File: src/rtl/serial_pkg.sv
// Shared definitions for the serial feeder / sequence-detector path:
// serializer FSM states, frame-length helper and the default idle level.
package serial_pkg;

    typedef enum logic {
        SER_IDLE  = 1'b0,
        SER_SHIFT = 1'b1
    } ser_state_t;

    // Level held on the serial line between frames; the detector bench uses it too.
    localparam logic SER_IDLE_LEVEL = 1'b0;

    // Bits per frame: data bits plus an optional trailing parity bit.
    function automatic int ser_frame_len(input int width, input bit parity_en);
        return parity_en ? width + 1 : width;
    endfunction

endpackage

File: src/rtl/word_serializer.sv
// Parallel-to-serial feeder: accepts a word on a valid/ready handshake and
// shifts it out MSB-first, one bit per clk. A new word can be accepted on the
// final bit of the current frame, so consecutive frames run without a gap.
// Optional macro WORD_SERIALIZER_PARITY_EN appends an even-parity bit per frame.
module word_serializer
    import serial_pkg::*;
#(
    parameter int   WIDTH      = 8,
    parameter logic IDLE_LEVEL = SER_IDLE_LEVEL
) (
    input  logic             clk,
    input  logic             reset,
    input  logic [WIDTH-1:0] load_data,
    input  logic             load_valid,
    output logic             load_ready,
    output logic             dout,
    output logic             dout_valid,
    output logic             busy
);

`ifdef WORD_SERIALIZER_PARITY_EN
    localparam int N = ser_frame_len(WIDTH, 1'b1);
`else
    localparam int N = ser_frame_len(WIDTH, 1'b0);
`endif
    localparam int            CW   = $clog2(WIDTH + 1);
    localparam logic [CW-1:0] LAST = CW'(N - 1);

    ser_state_t       r_state, w_state_nxt;
    logic [CW-1:0]    r_cnt, w_cnt_nxt;
    // Bits still to be sent, MSB-aligned; the bit on dout has already left it.
    logic [WIDTH-1:0] r_shift, w_shift_nxt;
    logic             r_dout, w_dout_nxt;
    logic             r_dout_valid, w_dout_valid_nxt;
    logic             r_busy, w_busy_nxt;
    logic             w_last;
    logic             w_accept;
`ifdef WORD_SERIALIZER_PARITY_EN
    logic             r_par, w_par_nxt;
`endif

    assign w_last   = (r_state == SER_SHIFT) && (r_cnt == LAST);
    assign w_accept = load_valid && load_ready;

    // Ready in IDLE or on the frame's final bit; never during reset.
    always_comb begin
        load_ready = !reset && ((r_state == SER_IDLE) || w_last);
    end

    // Next-state: load on accept, otherwise advance the frame or fall idle.
    always_comb begin
        w_state_nxt      = r_state;
        w_cnt_nxt        = r_cnt;
        w_shift_nxt      = r_shift;
        w_dout_nxt       = r_dout;
        w_dout_valid_nxt = r_dout_valid;
        w_busy_nxt       = r_busy;
`ifdef WORD_SERIALIZER_PARITY_EN
        w_par_nxt        = r_par;
`endif
        if (w_accept) begin
            // MSB goes straight to dout so it shows the cycle after the accept.
            w_state_nxt      = SER_SHIFT;
            w_cnt_nxt        = '0;
            w_dout_nxt       = load_data[WIDTH-1];
            w_shift_nxt      = {load_data[WIDTH-2:0], 1'b0};
            w_dout_valid_nxt = 1'b1;
            w_busy_nxt       = 1'b1;
`ifdef WORD_SERIALIZER_PARITY_EN
            w_par_nxt        = ^load_data;
`endif
        end else begin
            case (r_state)
                SER_SHIFT: begin
                    if (w_last) begin
                        w_state_nxt      = SER_IDLE;
                        w_cnt_nxt        = '0;
                        w_dout_nxt       = IDLE_LEVEL;
                        w_dout_valid_nxt = 1'b0;
                        w_busy_nxt       = 1'b0;
                    end else begin
                        w_cnt_nxt = r_cnt + CW'(1);
`ifdef WORD_SERIALIZER_PARITY_EN
                        if (r_cnt == CW'(WIDTH - 1)) begin
                            w_dout_nxt = r_par;
                        end else begin
                            w_dout_nxt  = r_shift[WIDTH-1];
                            w_shift_nxt = {r_shift[WIDTH-2:0], 1'b0};
                        end
`else
                        w_dout_nxt  = r_shift[WIDTH-1];
                        w_shift_nxt = {r_shift[WIDTH-2:0], 1'b0};
`endif
                    end
                end
                default: begin
                    w_state_nxt      = SER_IDLE;
                    w_cnt_nxt        = '0;
                    w_dout_nxt       = IDLE_LEVEL;
                    w_dout_valid_nxt = 1'b0;
                    w_busy_nxt       = 1'b0;
                end
            endcase
        end
    end

    // State register; reset aborts any frame in flight.
    always_ff @(posedge clk) begin
        if (reset) begin
            r_state      <= SER_IDLE;
            r_cnt        <= '0;
            r_shift      <= '0;
            r_dout       <= IDLE_LEVEL;
            r_dout_valid <= 1'b0;
            r_busy       <= 1'b0;
`ifdef WORD_SERIALIZER_PARITY_EN
            r_par        <= 1'b0;
`endif
        end else begin
            r_state      <= w_state_nxt;
            r_cnt        <= w_cnt_nxt;
            r_shift      <= w_shift_nxt;
            r_dout       <= w_dout_nxt;
            r_dout_valid <= w_dout_valid_nxt;
            r_busy       <= w_busy_nxt;
`ifdef WORD_SERIALIZER_PARITY_EN
            r_par        <= w_par_nxt;
`endif
        end
    end

    assign dout       = r_dout;
    assign dout_valid = r_dout_valid;
    assign busy       = r_busy;

endmodule

File: config.mk
export PLATFORM = sky130hd
export DESIGN_NAME = word_serializer
export DESIGN_NICKNAME = d
export VERILOG_FILES = /design/src/rtl/serial_pkg.sv /design/src/rtl/word_serializer.sv
export SDC_FILE = /design/constraint.sdc
export NUM_CORES = 1
export LEC_CHECK = 0
export ABC_CLOCK_PERIOD_IN_PS = 1500
export CELL_PAD_IN_SITES_DETAIL_PLACEMENT = 2
export CELL_PAD_IN_SITES_GLOBAL_PLACEMENT = 2
export CORE_MARGIN = 1
export CORE_UTILIZATION = 30
export CTS_BUF_LIST = sky130_fd_sc_hd__clkbuf_4
export DETAILED_ROUTE_END_ITERATION = 6
export GPL_TIMING_DRIVEN = 0
export PLACE_DENSITY_LB_ADDON = 0.1
export SYNTH_ARGS = -nofsm -noshare
export SYNTH_HDL_FRONTEND = slang
export SYNTH_SLANG_ARGS = --single-unit
File: constraint.sdc
create_clock -name clk -period 1.5 [get_ports clk]
set_input_delay 0.3 -clock clk [delete_from_list [all_inputs] [get_ports clk]]
set_output_delay 0.3 -clock clk [all_outputs]
set_load 0.03 [all_outputs]
# After elaboration in Yosys (flattened, before gate mapping)
# Index checks and enable logic that the tools add are counted.
# W data, S select, Z words.
dict set report classes {
  n_addsub 1
  eq_ne 3
  mux 12
  bitwise 1
  reduce_logical 8
}
# op n
set op_table {}
lappend op_table {{$mux W8} 3}
lappend op_table {{$mux W1} 9}
lappend op_table {{$add A4 B1 Y4 const B} 1}
lappend op_table {{$eq A4 B3 Y1 const B} 1}
lappend op_table {{$reduce_or A4 Y1} 1}
lappend op_table {{$logic_and A1 B1 Y1} 3}
lappend op_table {{$ne A3 B1 Y1 const B} 1}
lappend op_table {{$ne A2 B1 Y1 const B} 1}
lappend op_table {{$reduce_and A2 Y1} 1}
lappend op_table {{$reduce_bool A2 Y1} 1}
lappend op_table {{$logic_not A1 Y1} 1}
lappend op_table {{$logic_or A1 B1 Y1} 1}
lappend op_table {{$not A1 Y1} 1}
dict set report word_totals {
  ff_bits 14
  in_bits 11
  out_inout_bits 4
}

# Logic depth before layout (Yosys ltp)
# Gate-level depths: netlist (run 1).
dict set report depth {
  depth_word 7
  ltp_mapped 5
  ltp_nobuf 4
}

# Worst setup path before layout (run 1)
# No wires, ideal clock.
dict set report synth_path {
  kind {reg-to-output}
  from {reg r_cnt[0]}
  to {out load_ready}
  t_arrival_ns 1.259
  required_time_ns 1.200
  slack_ns -0.059
  path_stages_with_launch 6
  path_buffers 1
  path_cell_list {dfxtp_1 > ha_1 > and3b_1 > buf_6 > nor2_4 > nor2_1}
}
dict set report synth_via {
  elab_chain_len 4
}
# element line_no
set synth_rtl {}
lappend synth_rtl {{start, declared} word_serializer.sv:30} ;# logic [CW-1:0] r_cnt, w_cnt_nxt;
lappend synth_rtl {{start signal, assigned} word_serializer.sv:121} ;# r_cnt <= w_cnt_nxt;
lappend synth_rtl {{$eq A4 B3 Y1} word_serializer.sv:42} ;# assign w_last = (r_state == SER_SHIFT) && (r_cnt == LAST);
lappend synth_rtl {{$logic_and A1 B1 Y1} word_serializer.sv:42}
lappend synth_rtl {{$logic_or A1 B1 Y1} word_serializer.sv:47} ;# load_ready = !reset && ((r_state == SER_IDLE) || w_last);
lappend synth_rtl {{$logic_and A1 B1 Y1} word_serializer.sv:47}
lappend synth_rtl {{end, declared} word_serializer.sv:15} ;# output logic load_ready,
# Every way passes these cells.

# Worst setup path in the final report (run 1)
# Same ends and word-level chain as after synthesis.

==> results of run 1 <==
==> area by class of cell <==
cell class,count,area [sq um]
Tap cell,25,31.3
Multi-Input combinational cell,40,300
Buffer,3,20.0
Sequential cell,14,285
Clock buffer,3,22.5
Timing Repair Buffer,21,188
Inverter,2,21.3
Fill cell,211,952
==> power breakdown <==
group          total (mW)  internal (mW)  switching, mW
Combinational       0.145         0.0776         0.0673
Sequential          0.408          0.393         0.0144
Clock               0.206         0.0931          0.113
Total               0.759          0.564          0.195
==> metal layers <==
layer | track usage, % | part of all wire [%]
met2 | 28.3 | 48
met4 | 3.43 | 0.24
met1 | 24.5 | 47
met5 | 0 | 0
met3 | 6.92 | 4.6
==> synthesized netlist by cell type, drive strengths merged <==
master and instances:
a211oi 6, a21oi 2, and3 1, and3b 1, buf 3, bufinv 1, clkbuf 1, dfxtp 14
ha 1, inv 1, mux2i 7, nand2 1, nand3 3, nand3b 1, nor2 2, nor3 10
o211ai 1, o21a 1, o21ai 1, xnor2 1, xor2 1
==> worst paths after layout <==
| path | startpoint | to | cells after the start |
|---|---|---|---|
| max | r_cnt[0] | load_ready | 5 |
| min | load_valid | busy | 3 |
| min reg2reg | busy | busy | 2 |
| max reg2reg | r_cnt[0] | r_shift[7] | 6 |
==> worst min-delay path, delay by kind of cell <==
kind                   cells  cell delay (ns)
buffers and inverters      1             0.19
AO/OA/AOI/OAI              2             0.18
==> flip-flops by register name, indices dropped and copies added (netlist names) <==
signal	count
dout	1
busy	1
r_shift	7
r_cnt	4
r_state	1
==> placed cells by master (no fill, tap or decap), types with 2 or more instances in the layout <==
cell type	Yosys	layout
nand3_1	3	3
a211oi_1	6	6
clkbuf_4	0	4
buf_4	1	9
dlygate4sd2_1	0	3
dfxtp_1	14	12
a21oi_1	2	2
mux2i_1	7	7
nor3_1	10	10
clkdlybuf4s50_1	0	9
==> timing repair <==
action / 4_1_cts / 5_1_grt
setup buffers: 5 / 3
setup endpoints to repair: 4 / 1
gates resized for setup: 15 / 5
pin swaps: 2 / 3
==> cells by family (layout without fill, tap and decap cells) <==
logic type               Yosys count  count (layout)  synth area share, %
AND/OR/NAND/NOR                   19              19                 17.4
flip-flops                        14              14                 45.9
AO/OA/AOI/OAI                     11              11                 12.3
multiplexers                       7               7                 11.5
buffers and inverters              6              29                 7.99
XOR/XNOR                           2               2                 2.87
adder cells (fa/ha/maj)            1               1                 2.05
==> stage by stage <==
stage          utilization (%)  hold WS (ns)  instances
2_1_floorplan                -         0.377         60
3_3_place_gp              42.5         0.450         98
3_5_place_dp              42.5         0.472         98
4_1_cts                   46.7         0.437        106
5_1_grt                   47.7         0.454        108
6_report                  47.7         0.437        108
==> impl_summary.log, run 1 <==
INFO  metric run_status = finished, violations left
INFO  metric failed_checks = negative setup slack
INFO  metric layout_cell_area_excl_fill = 868 sq um
INFO  metric worst_vdd_drop = 0.472 mV
INFO  metric finClkSkew = 0.00236 ns
INFO  metric layout_min_cycle_time = 1.63 ns
INFO  metric worst_pin_slew = 0.301 ns
INFO  metric final_hold_viol_count = 0
INFO  metric grt_remaining_overflow = 0
INFO  metric critPathArrivalTime = 1.33 ns
INFO  metric clock_tree_root_driver_cell = clkbuf_4
INFO  metric worst-endpoint-required = 1.20 ns
INFO  metric ioPinCount = 15
INFO  metric timing_worst_setup_path_type = flop to primary output
INFO  metric relative_max_transition_margin = 80.0%
INFO  metric fin_max_slew_vios = 0
INFO  metric cp_num_buf_inv = 1
INFO  metric timing.final.ws_setup = -0.132 ns
INFO  metric clock_sink_count = 14
INFO  metric die_h = 47.1 um
INFO  metric synthDominantCellAreaShare = 45.9%
INFO  metric core-area = 1820 sq um
INFO  metric synth_nets = 72
INFO  metric total_power_draw = 0.759 mW
INFO  metric total_inserted_antenna_cells = 0
INFO  metric dpl_worst_slack = -0.798 ns
INFO  metric path_cells = ha_4 > and3b_2 > nor2_4 > nor2_2 > buf_6
INFO  metric synthDominantAreaCellType = dfxtp_1
INFO  metric detailed_place_hpwl = 1030 um
INFO  metric setup.worst_path.start_class = flop
INFO  metric finalWeightedCongestion = 0.662
INFO  metric largest_buffer_count_on_any_clock_path = 2
INFO  metric end_kind = primary output
INFO  metric die_w = 47.1 um
INFO  metric layout_worst_path_cycle_share = 109%
INFO  metric layout-drive-gt1-share = 27.7%
INFO  metric min-delay-path-class = input pin to flop
INFO  metric numCtsBuffers = 3
INFO  metric critical_path_peak_fanout = 2
INFO  metric synth_cells = 60
INFO  metric critPathTopFamily = simple AND/OR/NAND/NOR gates
INFO  metric insertion_delay = 0.28 ns
INFO  metric gr-usage-all-layers = 18.3%
INFO  metric drt_first_iter_violations = 0
INFO  metric drtAntennaViolNets = 0
INFO  metric cts_max_level = 1
INFO  metric clk_transition_reported_paths = 0.08 ns
INFO  metric drv.max_cap_violation_count = 0
INFO  metric vias_per_cell = 4.97
INFO  metric grt_start_max_net_pins = 11
INFO  metric cpMaxStageDelayCell = dfxtp_4
INFO  metric p_leak = 0.363 nW
INFO  metric drt-total-wl = 1680 um
INFO  metric reg2reg_setup_slack = 0.05 ns
INFO  metric instance_area_at_placement = 774 sq um
INFO  metric final_net_count = 97
INFO  metric final-setup-viol-count = 1
INFO  metric synth.cell_area = 611 sq um
INFO  metric totalNegativeSetupSlack = -0.132 ns
INFO  metric postSynthAreaPerCell = 10.2 sq um
INFO  metric rsz0062_at_grt = true
INFO  metric fp-row-count = 15
INFO  metric antenna_found_initial = 0
INFO  metric total_of_hold_buffers_inserted_after_clock_tree_synthesis = 0
INFO  metric synth.ff_latch_count = 14
INFO  metric route.detailed.drc = 0
INFO  metric post_synth_main_area_contributors = dfxtp_1 46%, mux2i_1 11%, nor3_1 8.2%, a211oi_1 7.4%, bufinv_8 2.9%
INFO  metric wire_length_of_the_first_global_routing_pass = 2700 um
INFO  metric synth_cell_types = 24
INFO  metric detailroute.via_count = 537
INFO  metric port_buffers = 13
INFO  metric synth_sequential_area_ratio = 45.9%
INFO  metric clock_tree_from_tritoncts = done
INFO  metric drt_pre_antenna_iters = 1
INFO  metric power.density_cell_area = 874 nW/um^2
INFO  metric first_global_vias = 555
INFO  metric timing.fmax = 0.613 GHz
INFO  metric initial_utilization = 33.5%
INFO  metric synth-warning-count = 0
INFO  metric critical_path.max_stage_delay = 0.36 ns
INFO  metric synthToLayoutAreaGrowth = 42.2%
INFO  metric routedWlPerCell = 15.6 um
INFO  metric die_outline_area = 2220 sq um
Note: power is estimated with default switching activity, not from simulation.
==> run 2, diff against run 1 <==
Settings changed: CORE_MARGIN 1 to 4.
==> run 2 against run 1 <==
  * Setup slack improved by 0.031 ns
  * The flow still finishes with violations (negative setup slack)
  * Fmax rose by 1.9%
  * Critical path type unchanged
  * Largest cell class unchanged
  * Clock power rose by 11%
  * Sequential power hardly changed
  * Utilization decreased by 3.9 points
  * Cell area fell by 2.0%
  * Worst hold slack got worse by 0.025 ns
  * Total power increased by 2.4%
==> impl_summary.log, run 2 (synthesis results as in run 1) <==
INFO  metric rsz0062_at_grt = true
INFO  metric power.density_cell_area = 914 nW/um^2 (+4.5%)
INFO  metric critical_path.max_stage_delay = 0.35 ns (about the same)
INFO  metric layout_cell_area_excl_fill = 851 sq um (-2.0%)
INFO  metric route.detailed.drc = 0 (unchanged)
INFO  metric min-delay-path-class = input pin to flop
INFO  metric critical_path_peak_fanout = 2 (unchanged)
INFO  metric total_inserted_antenna_cells = 0 (unchanged)
INFO  metric detailroute.via_count = 530 (-1.3%)
INFO  metric grt_remaining_overflow = 0 (unchanged)
INFO  metric detailed_place_hpwl = 1060 um (+2.5%)
INFO  metric insertion_delay = 0.29 ns (about the same)
INFO  metric first_global_vias = 569 (+2.5%)
INFO  metric end_kind = primary output
INFO  metric fp-row-count = 16 (+1)
INFO  metric largest_buffer_count_on_any_clock_path = 2 (unchanged)
INFO  metric whs_endpoint = busy
INFO  metric total_power_draw = 0.777 mW (+2.4%)
INFO  metric gr-usage-all-layers = 13.3% (-5.0 points)
INFO  metric port_buffers = 13 (unchanged)
INFO  metric finalWeightedCongestion = 0.743 (+12%)
INFO  metric r2r_end = r_shift[2]
INFO  metric drt-total-wl = 1600 um (-4.7%)
INFO  metric fin_max_slew_vios = 0 (unchanged)
INFO  metric dpl_worst_slack = -0.812 ns (-0.0135 ns)
INFO  metric numCtsBuffers = 3 (unchanged)
INFO  metric critPathTopFamily = simple AND/OR/NAND/NOR gates
INFO  metric largest_reg_flops = 7 (unchanged)
INFO  metric cts_max_level = 1 (unchanged)
INFO  metric totalNegativeSetupSlack = -0.102 ns (+0.0305 ns)
INFO  metric layout_min_cycle_time = 1.60 ns (-0.0305 ns)
INFO  metric place_inst = 100 (+2.0%)
INFO  metric top_register = r_shift
INFO  metric timing.fmax = 0.624 GHz (+1.9%)
INFO  metric reg2reg_setup_slack = 0.21 ns (+0.16 ns)
INFO  metric final_net_count = 94 (-3.1%)
INFO  metric reg2regPathDepth = 5 (-1)
INFO  metric fin_hold_ws = 0.413 ns (-0.0249 ns)
INFO  metric die_h = 53.1 um (+13%)
INFO  metric nFillCells = 224 (+6.2%)
INFO  metric layout-drive-gt1-share = 24.7% (-3.0 points)
INFO  metric clock_tree_from_tritoncts = done
INFO  metric holdCritStartpoint = load_valid
INFO  metric layout_worst_path_cycle_share = 107% (-2.0 points)
INFO  metric routedWlPerCell = 14.9 um (-4.7%)
INFO  metric multiInputGateArea = 300 sq um (unchanged)
INFO  metric die_w = 53.1 um (+13%)
INFO  metric drv.max_cap_violation_count = 0 (unchanged)
INFO  metric initial_utilization = 31.4% (-2.1 points)
INFO  metric cpMaxStageDelayCell = dfxtp_2
INFO  metric finalCoreUtilization = 43.8% (-3.9 points)
INFO  metric setup.worst_path.start_class = flop
INFO  metric relative_max_transition_margin = 79.0% (-1.1 points)
INFO  metric worst_vdd_drop = 0.390 mV (-17%)
INFO  metric antenna_found_initial = 0 (unchanged)
INFO  metric clock_sink_count = 14 (unchanged)
INFO  metric wire_length_of_the_first_global_routing_pass = 2660 um (-1.8%)
INFO  metric failed_checks = negative setup slack
INFO  metric worst_pin_slew = 0.317 ns (+0.0159 ns)
INFO  metric drt_pre_antenna_iters = 2 (+1)
INFO  metric p_leak = 0.346 nW (-4.7%)
INFO  metric critPathArrivalTime = 1.30 ns (-0.03 ns)
INFO  metric most_frequent_standard_cell_in_the_layout_excluding_fill_and_tap_cells = dfxtp_1
INFO  metric finish.cell_count_without_fillers = 108 (unchanged)
INFO  metric synthToLayoutAreaGrowth = 39.3%
INFO  metric drt_first_iter_violations = 2 (+2)
INFO  metric biggestRegsByFlops = r_shift (7), r_cnt (4)
INFO  metric final_hold_viol_count = 0 (unchanged)
INFO  metric timing.final.ws_setup = -0.102 ns (+0.0305 ns)
INFO  metric run_status = finished, violations left
INFO  metric core-area = 1940 sq um (+6.7%)
INFO  metric clk_transition_reported_paths = 0.09 ns (about the same)
INFO  metric instance_area_at_placement = 777 sq um (+0.32%)
INFO  metric most-common-layout-cells = 12 x dfxtp_1, 10 x nor3_1, 9 x clkdlybuf4s50_1, 7 x buf_4, 7 x mux2i_1
INFO  metric clock_tree_root_driver_cell = clkbuf_4
INFO  metric crit-reg2reg-launch = r_cnt[1]
INFO  metric cp_num_buf_inv = 1 (unchanged)
INFO  metric grt_start_max_net_pins = 11 (unchanged)
INFO  metric drtAntennaViolNets = 0 (unchanged)
INFO  metric finClkSkew = 0.00816 ns (+0.00580 ns)
INFO  metric die_outline_area = 2820 sq um (+27%)
INFO  metric vias_per_cell = 4.91 (-1.3%)
INFO  metric hold_depth = 3 (unchanged)
INFO  metric path_depth = 5 (unchanged)
INFO  metric path_cells = ha_4 > and3b_2 > nor2_4 > nor2_2 > buf_6
INFO  metric timing_worst_setup_path_type = flop to primary output
INFO  metric final-seq-area = 283 sq um (-0.88%)
INFO  metric ioPinCount = 15 (unchanged)
INFO  metric final-setup-viol-count = 1 (unchanged)
INFO  metric worst-endpoint-required = 1.20 ns (about the same)
[run 2: worst reg2reg max path, cell delays in order, from the launching register on]
cell      delay, ns
dfxtp_2        0.35
ha_4           0.15
buf_4          0.13
nand3b_1       0.15
nand2_2        0.16
a211oi_1       0.25
[run 2: routing by layer]
metal / global-route usage (%) / part of all wire [%] / wire length (um) / vias up
met4: 6.38 / 1.2 / 20 / 0
li1: - / - / - / 262
met1: 17.4 / 47 / 758 / 255
met5: 0 / 0 / 0 / -
met3: 2.54 / 3.9 / 62 / 2
met2: 20.7 / 48 / 762 / 11
[run 2: layout make-up]
cell class,count,area share (%)
buffer,3,2.35
clock buffer,3,2.65
clock inverter,1,0.441
inverter,2,2.50
multi-input combinational,40,35.3
sequential,14,33.2
tap,27,3.97
timing repair buffer,18,19.6
[run 2: repair_timing]
item,in CTS,in global routing
endpoints found under the setup margin,4,2
gates resized for setup,15,6
pin swaps,2,2
setup buffers,3,2
cloned,0,0
hold buffers,0,0
[run 2: where the power goes]
group          switching [mW]  internal [mW]
clock network           0.133         0.0967
logic                  0.0645         0.0750
registers              0.0138          0.395
[run 2: how the worst max path moves through the flow]
stage                       endpoint     start
final                     load_ready  r_cnt[1]
after global routing      load_ready  r_cnt[0]
after CTS                 load_ready  r_cnt[1]
after detailed placement  load_ready     reset
after global placement    load_ready     reset
after floorplan           load_ready  r_cnt[0]
